### config.mk
export PLATFORM = sky130hd
export DESIGN_NAME = rr_scheduler
export DESIGN_NICKNAME = d
export VERILOG_FILES = /design/src/rtl/rr_scheduler.sv
export SDC_FILE = /design/constraint.sdc
export NUM_CORES = 1
export LEC_CHECK = 0
export ABC_AREA = 0
export CAP_MARGIN = 20
export CORE_MARGIN = 2
export CORE_UTILIZATION = 37
export CTS_CLUSTER_DIAMETER = 200
export DETAILED_ROUTE_END_ITERATION = 8
export PLACE_DENSITY = 0.91
export SYNTH_ARGS = -nofsm -noshare
export SYNTH_HDL_FRONTEND = slang
export SYNTH_SLANG_ARGS = --single-unit
### constraint.sdc
create_clock -name clk -period 2.51 [get_ports clk]
set_clock_uncertainty 0.1 [all_clocks]
set_input_delay 0.251 -clock clk [delete_from_list [all_inputs] [get_ports clk]]
set_output_delay 0.251 -clock clk [all_outputs]
set_load 0.01 [all_outputs]
### src/rtl/rr_scheduler.sv
// Four-input round-robin merger: pulls words from four source FIFOs into one
// stream under a small INIT/IDLE/ACTIVE/ERROR control FSM.
module rr_scheduler #(
   parameter int unsigned DATA_BITS = 10,
   parameter int unsigned ADDR_BITS = 3
) (
   input  logic                   clk,
   input  logic                   reset,
   input  logic                   init,
   input  logic [ADDR_BITS-1:0]   cfg_high_limit,
   input  logic [ADDR_BITS-1:0]   cfg_low_limit,
   input  logic [3:0]             fifo_empty_in,
   input  logic [3:0]             fifo_error_in,
   input  logic [4*DATA_BITS-1:0] fifo_data_in,
   input  logic                   dest_almost_full,
   output logic [3:0]             fifo_read_out,
   output logic [ADDR_BITS-1:0]   high_limit_out,
   output logic [ADDR_BITS-1:0]   low_limit_out,
   output logic [DATA_BITS-1:0]   data_out,
   output logic                   valid_out,
   output logic [1:0]             state_out,
   output logic                   cfg_error_out,
   output logic                   error_out,
   output logic [7:0]             grant_count_out
);

   typedef enum logic [1:0] {
      ST_INIT   = 2'd0,
      ST_IDLE   = 2'd1,
      ST_ACTIVE = 2'd2,
      ST_ERROR  = 2'd3
   } state_t;

   state_t     state, next_state;
   logic [1:0] last_grant;
   logic [1:0] rd_sel;
   logic [3:0] prev_read;
   logic [1:0] cand;
   logic [1:0] grant_idx;
   logic       grant_found;
   logic       read_ok;

   always_comb begin
      next_state = state;
      case (state)
         ST_INIT:
            if (!init && (cfg_low_limit < cfg_high_limit)) next_state = ST_IDLE;
         ST_IDLE:
            if (|fifo_error_in)       next_state = ST_ERROR;
            else if (init)            next_state = ST_INIT;
            else if (!(&fifo_empty_in)) next_state = ST_ACTIVE;
         ST_ACTIVE:
            if (|fifo_error_in)       next_state = ST_ERROR;
            else if (init)            next_state = ST_INIT;
            else if (&fifo_empty_in)  next_state = ST_IDLE;
         default:
            next_state = ST_ERROR;
      endcase
   end

   // Search starts one past the last grant; a port read last cycle is skipped.
   always_comb begin
      grant_found = 1'b0;
      grant_idx   = last_grant;
      cand        = last_grant;
      for (int unsigned k = 1; k <= 4; k++) begin
         cand = 2'(last_grant + 2'(k));
         if (!grant_found && !fifo_empty_in[cand] && !prev_read[cand]) begin
            grant_found = 1'b1;
            grant_idx   = cand;
         end
      end
      read_ok = (state == ST_ACTIVE) && (next_state == ST_ACTIVE) &&
                !dest_almost_full && !reset;
      fifo_read_out = '0;
      if (read_ok && grant_found) fifo_read_out[grant_idx] = 1'b1;
   end

   always_ff @(posedge clk) begin
      if (reset) begin
         state           <= ST_INIT;
         prev_read       <= '0;
         valid_out       <= 1'b0;
         rd_sel          <= '0;
         last_grant      <= 2'd3;
         grant_count_out <= '0;
         high_limit_out  <= '0;
         low_limit_out   <= '0;
      end else begin
         state     <= next_state;
         prev_read <= fifo_read_out;
         // An issued read always completes next cycle, whatever the FSM does.
         valid_out <= |fifo_read_out;
         if (state == ST_INIT) begin
            high_limit_out <= cfg_high_limit;
            low_limit_out  <= cfg_low_limit;
         end
         if (|fifo_read_out) begin
            rd_sel          <= grant_idx;
            last_grant      <= grant_idx;
            grant_count_out <= grant_count_out + 8'd1;
         end
      end
   end

   // Source FIFOs present read data the cycle after the strobe.
   assign data_out      = valid_out ? fifo_data_in[rd_sel*DATA_BITS +: DATA_BITS] : '0;
   assign state_out     = state;
   assign error_out     = (state == ST_ERROR);
   assign cfg_error_out = (state == ST_INIT) && (cfg_low_limit >= cfg_high_limit);

endmodule

-- Yosys cells after proc, flatten, opt, wreduce, memory -nomap -nowiden
Index checks and enable logic that the tools add are counted.
- register bits after elaboration: 25
- input port bits: 58
- word-level logic and storage cells: 94
- add/subtract/negate cells: 4
- multipliers: 1
- order comparisons: 8
- eq/ne operators: 4
- shift operators: 1
- multiplexer cells: 36
- reduce and logical (&&, ||, !) cells: 32
- operators by type and width (operator ; number):
    $shiftx 40x7->10 ; 1
    $mux 2 ; 11
    $bmux 1 s2 ; 8
    $lt 2x3->1 const B ; 5
    $logic_and 1x1->1 ; 14
    $logic_not 1->1 ; 14
    $mux 1 ; 13
    $mux 10 ; 1
    $add 8x1->8 const B ; 1
    $reduce_or 4->1 ; 2
    $eq 2x2->1 const B ; 3
    $pmux 2 s3 ; 1
    $mul 2x3->5 const B ; 1
    $add 2x2->2 const B ; 2
    $mux 4 ; 1
    $reduce_and 4->1 ; 1
    $ge 3x3->1 ; 1
    $lt 3x3->1 ; 1
    $add 2x1->2 const B ; 1
    $demux 1 s2 ; 1
    $eq 2x1->1 const B ; 1
    $ge 2x1->1 const B ; 1
    $logic_not 2->1 ; 1

-- Longest topological paths before layout
Gate-level depths: netlist of run 1.
- depth in word-level cells: 24
- gate-level depth with buffers: 8
- depth with buffers taken out: 8

-- Worst setup path after synthesis of run 1
No wires, ideal clock.
- path kind: flip-flop to output port
- from: register state[1], in the netlist state_out[1]
- to: output port fifo_read_out[1]
- arrival time: 1.896 ns
- required time: 2.159 ns
- setup slack: 0.263 ns
- cell stages (with the launch flop): 7
- buffers on the path: 1
- path through: dfxtp_1 > or2_2 > clkbuf_1 > nor2_1 > a211oi_1 > nand2_1 > nor3_1
- cells in the longest elaborated chain, start to end: 10
- elaborated cells on any way between the ends: 17
- those cells by class: eq/ne: 3; mux: 9; reduce/logical: 5
- ends and longest elaborated chain (element ; line ; RTL):
    start, declared ; 34 ; state_t state, next_state;
    start signal, assigned ; 90 ; state <= next_state;
    $mux 2, on equally long branches ; 55, 51 ;
    $mux 2, on equally long branches ; 54, 50 ;
    $mux 2, on equally long branches ; 53, 49 ;
    $pmux 2 s3 ; 45 ; case (state)
    $eq 2x2->1 ; 73 ; read_ok = (state == ST_ACTIVE) && (next_state == ST_ACTIVE) &&
    $logic_and 1x1->1 (*) (2 in a row) ; 73 ;
    $logic_and 1x1->1 (*) ; 74 ; !dest_almost_full && !reset;
    $logic_and 1x1->1 (*) ; 76 ; if (read_ok && grant_found) fifo_read_out[grant_idx] = 1'b1;
    $mux 4 (*) ; 76 ;
    end, declared ; 16 ; output logic [3:0] fifo_read_out,
Mark *: on every way between the ends. The rest lies on a longest branch, timed or not.

-- Final worst setup path of run 1
- from: input port fifo_error_in[2]
- to: register grant_count_out[5]
- cells in the longest elaborated chain, start to end: 10
- elaborated cells on any way between the ends: 11
- those cells by class: eq/ne: 1; mux: 4; reduce/logical: 6
- ends and longest elaborated chain (element ; line ; RTL):
    start, declared ; 13 ; input logic [3:0] fifo_error_in,
    $reduce_or 4->1 (*) ; 49, 53 ;
    $mux 2, on equally long branches ; 53, 49 ;
    $pmux 2 s3 (*) ; 45 ;
    $eq 2x2->1 (*) ; 73 ;
    $logic_and 1x1->1 (*) (2 in a row) ; 73 ;
    $logic_and 1x1->1 (*) ; 74 ;
    $logic_and 1x1->1 (*) ; 76 ;
    $mux 4 (*) ; 76 ;
    $reduce_or 4->1 (*) ; 98 ; if (|fifo_read_out) begin
    end signal, assigned ; 101 ; grant_count_out <= grant_count_out + 8'd1;
    end, declared ; 24 ; output logic [7:0] grant_count_out
Marked as above.
A chain may end at the register's enable or synchronous reset.

==> run metrics, run 1 <==
post-CTS clock slew at the launch and capture registers of the worst setup and hold paths 0.09 ns; Maximum Capacitance Violations 0; critical path data arrival time 2.58 ns; Non-Filler Instances 339; status complete, no violations; overall overflow remaining after global route 0; share of cells above drive strength 1 0.218; cell count after placement 332; average size of a mapped cell around 8.7 sq um; Final ANT Viol Nets 0; Data required, critical path 2.63 ns; Initial DRT Pass Iterations 4; via count of the first global-routing pass 1775; final-report max-slew violation count 0; upper clock frequency limit 0.405 GHz; Post-Place Setup Slack -0.410 ns; maximum clock insertion buffer count 2; number of nets in the synthesized netlist ~240; count of vias placed by the detailed router 1869; cell repeated most along the worst path buf_4; initial standard-cell utilization of the core 0.381; start-to-end type of the worst setup path in -> reg; Site Rows 23; cells traversed along the worst timing path clkdlybuf4s50_1 > nor4_2 > buf_4 > and3_2 > buf_4 > or4_4 > buf_6 > or4_1 > a21oi_2; number of CTS-inserted buffers 3; number of buffers and inverters on the critical path 4; worst-case headroom to the max-slew limit 0.637; clock sink total 25; nature of the critical path startpoint input pin; H-tree level count 1; post-route worst setup slack a little over 0.04 ns; die span in x approximately 68 um; crit-path max FO 6; Non-Filler Cell Area, Final 2750 sq um; Worst-Margin Slew approximately 0.54 ns; number of distinct library cell variants in the gate-level netlist after synthesis 31; Placement Cell Area 2640 sq um; number of diodes 0; number of hold-slack violations in the final timing report 0; mean routed wirelength per cell 16.1 um; initial antenna violation count 0; number of DRC markers after the initial detailed-route iteration 68; endpoint kind of the worst setup timing path register; setup violators final 0; GRT Overall Usage 0.224; Clk Latency, worst-skew pair about 0.27 ns; die area 4580 sq um; per-cell via count in the routed design around 5.5; cell with the biggest individual delay on the critical path or4_4; total power of the final layout 1.07 mW; area of the placeable core 3940 sq um; Final Cycle Share 0.983; Seq/Total Area, Yosys 0.333; global-route wire length before repair between 7 and 8 mm; longest individual stage delay on the worst path 0.53 ns; root buf cell clkbuf_8; type of the worst min-delay path reg -> reg; HPWL Detailed 4.11 mm; total routed wirelength 5.46 mm; die extent in y slightly below 70 um; pin count of the biggest net entering global routing 18; power per cell area 390 nW/um^2; netlist area before placement 1500 sq um; Port Buffer Count 90; num ports 91; setup repair after global routing missed its margin yes; gate family responsible for the most delay along the worst path simple AND/OR/NAND/NOR gates; Static Leak 1.07 nW; weighted congestion reported at the end of routability-driven placement 0.858; total number of nets in the final design 352; TritonCTS clock tree built; yosys warns 0; gate count of the mapped netlist 173; post-synthesis register bit count 25; Peak supply drop 0.297 mV; Layout Area Growth over Synthesis 83.4%; number of remaining DRC errors 0; min Tclk post-route 2.47 ns
power breakdown:
part | leakage [nW] | switching, mW | internal [mW]
Combinational | 0.843 | 0.165 | 0.227
Sequential | 0.203 | 0.0173 | 0.417
Clock | 0.0228 | 0.134 | 0.114
Total | 1.07 | 0.317 | 0.758
synth_stat cells:
master | number | area [sq um]
a211o_1 | 2 | 17.5
a211oi_1 | 3 | 22.5
a21o_1 | 2 | 15.0
a21oi_1 | 22 | 110
a22o_1 | 1 | 8.76
a41o_1 | 1 | 10.0
and2_1 | 11 | 68.8
and3_1 | 1 | 6.26
and4_1 | 1 | 8.76
buf_1 | 1 | 3.75
buf_2 | 2 | 10.0
clkbuf_1 | 5 | 18.8
dfxtp_1 | 25 | 500
ha_1 | 4 | 50.1
inv_1 | 6 | 22.5
mux4_2 | 10 | 225
nand2_1 | 17 | 63.8
nand3_1 | 5 | 25.0
nand4_1 | 3 | 18.8
nor2_1 | 12 | 45.0
nor3_1 | 12 | 60.1
nor4_1 | 2 | 12.5
nor4b_1 | 1 | 8.76
o21a_1 | 1 | 7.51
o21ai_0 | 3 | 15.0
o22ai_1 | 1 | 6.26
o31ai_1 | 6 | 45.0
or2_2 | 2 | 12.5
or3_1 | 2 | 12.5
or3b_2 | 2 | 17.5
or4_1 | 7 | 52.6
repair_timing:
action / CTS / global route
setup buffers: 0 / 2
hold buffers: 0 / 0
pin swaps: 0 / 7
setup endpoints to repair: 7 / 13
gates resized for setup: 21 / 15
cloned: 0 / 1
worst min-delay path: cells and delay by family (launching register included):
kind	cells	cell delay (ns)
AO/OA/AOI/OAI	1	0.05
AND/OR/NAND/NOR	1	0.05
flip-flops	1	0.32
layout make-up:
class / instances / area [sq um]
clock buffers: 4 / 45.0
fillers: 318 / 1190
inverters: 6 / 22.5
multi-input cells: 134 / 1010
flip-flops and latches: 25 / 500
well taps: 50 / 62.6
repair buffers: 120 / 1110
stage by stage:
stage                util  hold WS [ns]  TNS (ns)
floorplan               -         0.287         0
finish              0.699         0.367         0
global placement    0.668         0.346     -2.81
detailed placement  0.668         0.356     -3.42
CTS                 0.682         0.369         0
global route        0.699         0.388   -0.0423
cells by family after synthesis:
kind of cell             Yosys count  share of synthesized area
AO/OA/AOI/OAI                     42                      0.172
adder cells (fa/ha/maj)            4                     0.0333
buffers and inverters             14                     0.0367
flip-flops                        25                      0.333
multiplexers                      10                      0.150
AND/OR/NAND/NOR                   78                      0.275
cells in the final DEF, fill, tap and decap left out, types with 2 or more instances in the layout:
master | netlist | layout
dlygate4sd2_1 | 0 | 3
dlymetal6s2s_1 | 0 | 3
ha_1 | 4 | 3
or3b_2 | 2 | 2
buf_4 | 0 | 28
or4_4 | 0 | 2
o21ai_0 | 3 | 3
a211oi_1 | 3 | 2
nor3_1 | 12 | 12
and2_1 | 11 | 11
clkdlybuf4s50_1 | 0 | 80
a21oi_2 | 0 | 2
dfxtp_1 | 25 | 25
nand4_1 | 3 | 3
nand2_1 | 17 | 17
clkbuf_8 | 0 | 3
buf_2 | 2 | 5
or3_1 | 2 | 2
o31ai_1 | 6 | 5
a21oi_1 | 22 | 20
or4_1 | 7 | 5
nand3_1 | 5 | 4
mux4_2 | 10 | 10
inv_1 | 6 | 6
or2_2 | 2 | 2
nor2_1 | 12 | 12
a21o_1 | 2 | 2
registers in the layout (all words and copies together) (netlist names):
register and cells:
last_grant 2, low_limit_out 3, prev_read 4, high_limit_out 3
grant_count_out 8, state_out 2, valid_out 1, rd_sel 2
routing by layer:
layer	global-route usage	vias up	routed length (um)
met4	0.0689	0	106
met3	0.0450	12	439
met1	0.228	883	2050
met2	0.449	89	2860
li1	-	885	-
met5	0	-	0
worst paths after layout:
check	start	end	slack, ns	depth (start not counted)
setup / recovery	fifo_error_in[2]	grant_count_out[5]	0.04	9
hold / removal	low_limit_out[1]	low_limit_out[1]	0.37	2
setup reg to reg	state_out[0]	grant_count_out[5]	0.15	7
hold reg to reg	low_limit_out[1]	low_limit_out[1]	0.37	2
Power figures use the tool's default switching activity.
==> run 2, diff against run 1 <==
Settings changed: CORE_MARGIN 2 to 4, CORE_UTILIZATION 37 to 40, MAX_ROUTING_LAYER set to met4, PLACE_DENSITY 0.91 to 0.95.
Clock period 2.51 ns to 3.1 ns, I/O delays scaled along.
==> run 2 against run 1 <==
Critical path depth rose by 2; utilization up 4.8 points; final area is 6.0% lower; largest power group unchanged; total power shrank 22%; global-route usage is 0.53 points lower; highest routed layer unchanged; final cell count fell by 5.9%; sequential share of layout area is 1.2 points higher; sequential power shrank 18%; register-to-register slack better by 0.77 ns; non-clock buffer count down 16; via count fell by 5.1%; setup slack better by 0.36 ns.
==> run metrics, run 2 (synthesis gave the netlist of run 1 again) <==
status complete, no violations; Clk Latency, worst-skew pair 0.27 ns; area of the placeable core between 3000 and 4000 sq um; final core occ 0.746; Setup TNS 0 ns; start point of the critical path cfg_high_limit[2]; power per cell area around 320 nW/um^2; largest register by flop count grant_count_out; final-report max-slew violation count 0; overall overflow remaining after global route 0; total number of nets in the final design 336; initial standard-cell utilization of the core 0.433; worst-case headroom to the max-slew limit 0.554; count of vias placed by the detailed router 1774; endpoint kind of the worst setup timing path output port; Cell Int Power 0.597 mW; pin count of the biggest net entering global routing 17; setup violators final 0; fill cell count 245; number of flip-flops under the largest register name 8; maximum clock insertion buffer count 2; critical path data arrival time 2.29 ns; min Tclk post-route 2.70 ns; die area 4800 sq um; number of DRC markers after the initial detailed-route iteration 46; Flop pwr share 0.424; Port Buffer Count 90; part of the total power dissipated in the clock network 0.231; Peak supply drop approximately 0.31 mV; worst min-delay path startpoint high_limit_out[2]; initial antenna violation count 0; mean routed wirelength per cell 16.3 um; Worst-Margin Slew 0.668 ns; total routed wirelength 5.20 mm; Data required, critical path approximately 2.7 ns; Maximum Capacitance Violations 0; Static Leak 1.02 nW; post-CTS clock slew at the launch and capture registers of the worst setup and hold paths 0.08 ns; via count of the first global-routing pass 1739; GRT Overall Usage 0.219; highest-count cells in the layout ignoring fill and taps 86 x clkdlybuf4s50_1, 25 x dfxtp_1, 22 x a21oi_1; Net Switching between 0.2 and 0.25 mW; HPWL Detailed approximately 4.2 mm; number of CTS-inserted buffers 3; Final ANT Viol Nets 0; Largest regs grant_count_out (8), prev_read (4); share of cells above drive strength 1 0.114; cts-stage hold buffer count 0; share of power burned in combinational logic 0.345; Layout Area Growth over Synthesis 72.3%; die span in x 69.3 um; FF-to-FF Start state_out[0]; Final Cycle Share 0.870; weighted congestion reported at the end of routability-driven placement approximately 0.96; die extent in y 69.3 um; setup repair after global routing missed its margin no; TritonCTS clock tree built; num ports ~90; upper clock frequency limit between 0.3 and 0.4 GHz; root buf cell clkbuf_8; crit-path max FO 5; nature of the critical path startpoint input pin; leading cell type in the layout, fill and taps excluded clkdlybuf4s50_1; Site Rows 21; number of remaining DRC errors 0; per-cell via count in the routed design 5.56; type of the worst min-delay path reg -> reg; start-to-end type of the worst setup path in -> out; number of diodes 0; switching share of total power 0.284; number of hold-slack violations in the final timing report 0; global-route wire length before repair 8.45 mm; Initial DRT Pass Iterations 4; H-tree level count 1; clock sink total 25
## run 2: what timing repair did
item,CTS,global route
endpoints found under the hold margin,0,0
gates resized for setup,0,4
setup buffers,0,2
setup endpoints to repair,0,4
## run 2: power by group through the flow
| stage | clock network, mW | registers, mW | logic, mW |
|---|---|---|---|
| 4_1_cts | 0.196 | 0.354 | 0.276 |
| 3_3_place_gp | 0 | 0.360 | 0.264 |
| 2_1_floorplan | 0 | 0.363 | 0.111 |
| 6_report | 0.192 | 0.354 | 0.288 |
| 5_1_grt | 0.209 | 0.357 | 0.313 |
| 3_5_place_dp | 0 | 0.361 | 0.275 |
## run 2: metrics by stage
| step | cells | hold WS (ns) | worst slack, ns | total power [mW] | area (sq um) |
|---|---|---|---|---|---|
| finish | 319 | 0.361 | 0.404 | 0.834 | 2590 |
| CTS | 317 | 0.361 | 0.0901 | 0.826 | 2560 |
| global placement | 313 | 0.345 | 0.123 | 0.625 | 2520 |
| floorplan | 173 | 0.346 | 0.794 | 0.473 | 1500 |
| detailed placement | 313 | 0.349 | 0.101 | 0.636 | 2520 |
| global route | 319 | 0.386 | 0.142 | 0.878 | 2590 |
## run 2: path summary, 6_finish.rpt
| check | endpoint | slack (ns) | cells after the start |
|---|---|---|---|
| max | fifo_read_out[1] | 0.40 | 11 |
| min | high_limit_out[2] | 0.36 | 2 |
| max reg2reg | grant_count_out[6] | 0.92 | 6 |
| min reg2reg | high_limit_out[2] | 0.36 | 2 |
## run 2: critical path, cell delays in order
cell             delay (ns)
clkdlybuf4s50_1        0.48
inv_1                  0.05
ha_1                   0.31
nand2_1                0.06
o21a_1                 0.19
a211oi_1               0.21
buf_4                  0.18
buf_4                  0.11
nand2_1                0.08
nor3_1                 0.13
dlymetal6s2s_1         0.18
## run 2: area by class of cell
| class | instances | area, sq um | share of cell area |
|---|---|---|---|
| Tap cell | 46 | 57.6 | 0.0222 |
| Multi-Input combinational cell | 134 | 946 | 0.366 |
| Sequential cell | 25 | 500 | 0.193 |
| Inverter | 6 | 22.5 | 0.00870 |
| Clock buffer | 4 | 45.0 | 0.0174 |
| Timing Repair Buffer | 104 | 1020 | 0.393 |
## run 2: layer usage
layer,wire (um),GRT usage,vias to the layer above,share of wire
met3,310,0.0420,9,0.060
met4,63,0.0521,0,0.012
li1,-,-,862,-
met5,0,-,-,0
met1,2130,0.256,823,0.41
met2,2690,0.386,80,0.52
==> run 3, diff against run 2 <==
Settings changed: PLACE_DENSITY 0.95 to unset, PLACE_DENSITY_LB_ADDON set to 0.2.
==> run 3 against run 2 <==
Hold slack got worse by 0.00071 ns; die area unchanged; critical path type unchanged; final cell count fell by 1.3%; register-to-register slack hardly changed; total power is 2.2% lower; global-route usage decreased by 1.1 points; routed wire length decreased by 8.6%; combinational power decreased by 6%; flip-flop and latch count unchanged; critical path depth down 1; sequential share of layout area increased by 0.20 points.
==> run metrics, run 3 (synthesis gave the netlist of run 1 again) <==
total number of nets in the final design between 300 and 400; Initial DRT Pass Iterations 4; register cell area after layout 500 sq um; post-CTS sizing 0; mean routed wirelength per cell 15.1 um; weighted congestion reported at the end of routability-driven placement 0.881; Port Buffer Count 90; type of the worst min-delay path reg -> reg; overall overflow remaining after global route 0; initial standard-cell utilization of the core 0.433; Maximum Capacitance Violations 0; area occupied by multi-input gates between 900 and 1000 sq um; Post-Place Setup Slack about 0.11 ns; post-route worst setup slack 0.171 ns; highest-count cells in the layout ignoring fill and taps 87 x clkdlybuf4s50_1, 25 x dfxtp_1, 22 x a21oi_1; share of power burned in combinational logic 0.332; HPWL Detailed 3.90 mm; die area 4800 sq um; H-tree level count 1; Site Rows 21; Data required, critical path 2.69 ns; number of remaining DRC errors 0; setup violators final 0; num ports 91; nature of the critical path startpoint input pin; cell count after placement 311; die span in x 69.3 um; cts-stage hold buffer count 0; initial antenna violation count 0; Final Cycle Share 0.945; root buf cell clkbuf_8; Worst-Margin Slew 0.661 ns; upper clock frequency limit between 0.3 and 0.4 GHz; area of the placeable core 3470 sq um; part of the total power dissipated in the clock network 0.235; number of diodes 0; crit-path max FO 7; critical path data arrival time 2.52 ns; endpoint kind of the worst setup timing path output port; min Tclk post-route 2.93 ns; share of cells above drive strength 1 0.108; pin count of the biggest net entering global routing 21; number of DRC markers after the initial detailed-route iteration 31; global-route wire length before repair between 8 and 9 mm; worst-case headroom to the max-slew limit 0.559; Largest regs grant_count_out (8), prev_read (4); fill cell count 279; count of vias placed by the detailed router 1682; Net Switching 0.231 mW; power per cell area 318 nW/um^2; Peak supply drop 0.267 mV; total routed wirelength 4.75 mm; TritonCTS clock tree built; Static Leak approximately 1 nW; total power of the final layout slightly above 0.8 mW; postcts setup bufs 0; number of hold-slack violations in the final timing report 0; setup repair after global routing missed its margin no; number of CTS-inserted buffers 3; Clk Latency, worst-skew pair 0.27 ns; clock sink total 25; die extent in y 69.3 um; start-to-end type of the worst setup path in -> out; final core occ 0.738; per-cell via count in the routed design 5.34; number of flip-flops under the largest register name 8; post-CTS clock slew at the launch and capture registers of the worst setup and hold paths ~0.09 ns; status complete, no violations; Layout Area Growth over Synthesis 70.6%; via count of the first global-routing pass 1652; largest register by flop count grant_count_out; Final ANT Viol Nets 0; leading cell type in the layout, fill and taps excluded clkdlybuf4s50_1; GRT Overall Usage 0.208; maximum clock insertion buffer count 2; Flop pwr share 0.433; Setup TNS 0 ns; Cell Int Power between 0.5 and 0.6 mW; final-report max-slew violation count 0; Non-Filler Instances 315; switching share of total power 0.283
run 3: changes by cell type in the layout (fill, tap and decap cells not counted):
cell	change
buf_4	-4
clkinv_2	+1
a211oi_2	+1
a211oi_1	-1
dlymetal6s2s_1	-1
clkbuf_1	-1
clkdlybuf4s50_1	+1
run 3: final cells by class:
cell class,count,area share
clock buffers,3,0.0161
clock inverters,1,0.00195
inverters,6,0.00879
multi-input cells,134,0.371
flip-flops and latches,25,0.195
well taps,46,0.0225
repair buffers,100,0.384
run 3: final timing paths:
path | from | endpoint | slack [ns] | cells past startpoint
setup / recovery | cfg_high_limit[2] | fifo_read_out[1] | 0.17 | 10
hold / removal | low_limit_out[2] | low_limit_out[2] | 0.36 | 2
setup reg to reg | state_out[0] | grant_count_out[5] | 0.92 | 6
hold reg to reg | low_limit_out[2] | low_limit_out[2] | 0.36 | 2
run 3: routing by layer:
metal | vias up | wire [um] | GRT usage
li1 | 844 | - | -
met1 | 767 | 2140 | 0.261
met2 | 65 | 2280 | 0.346
met3 | 6 | 261 | 0.0420
met4 | 0 | 66 | 0.0434
met5 | - | 0 | -
run 3: worst max-delay path, cell delays in order:
cell and delay, ns:
clkdlybuf4s50_1 0.48, inv_1 0.05, ha_1 0.30, nand2_1 0.05, o21a_1 0.20, a211oi_2 0.18
buf_4 0.17, nand2_1 0.08, nor3_1 0.13, clkdlybuf4s50_1 0.56
run 3: stage by stage:
| step | area, sq um | hold slack (ns) |
|---|---|---|
| after floorplan | 1500 | 0.346 |
| after global placement | 2500 | 0.343 |
| after detailed placement | 2500 | 0.349 |
| after CTS | 2550 | 0.361 |
| after global routing | 2560 | 0.383 |
| final | 2560 | 0.361 |
run 3: power by group through the flow:
stage	logic [mW]	clock network, mW	registers [mW]
3_3_place_gp	0.264	0	0.360
5_1_grt	0.295	0.208	0.357
3_5_place_dp	0.269	0	0.361
2_1_floorplan	0.111	0	0.363
6_report	0.271	0.191	0.353
4_1_cts	0.271	0.192	0.353
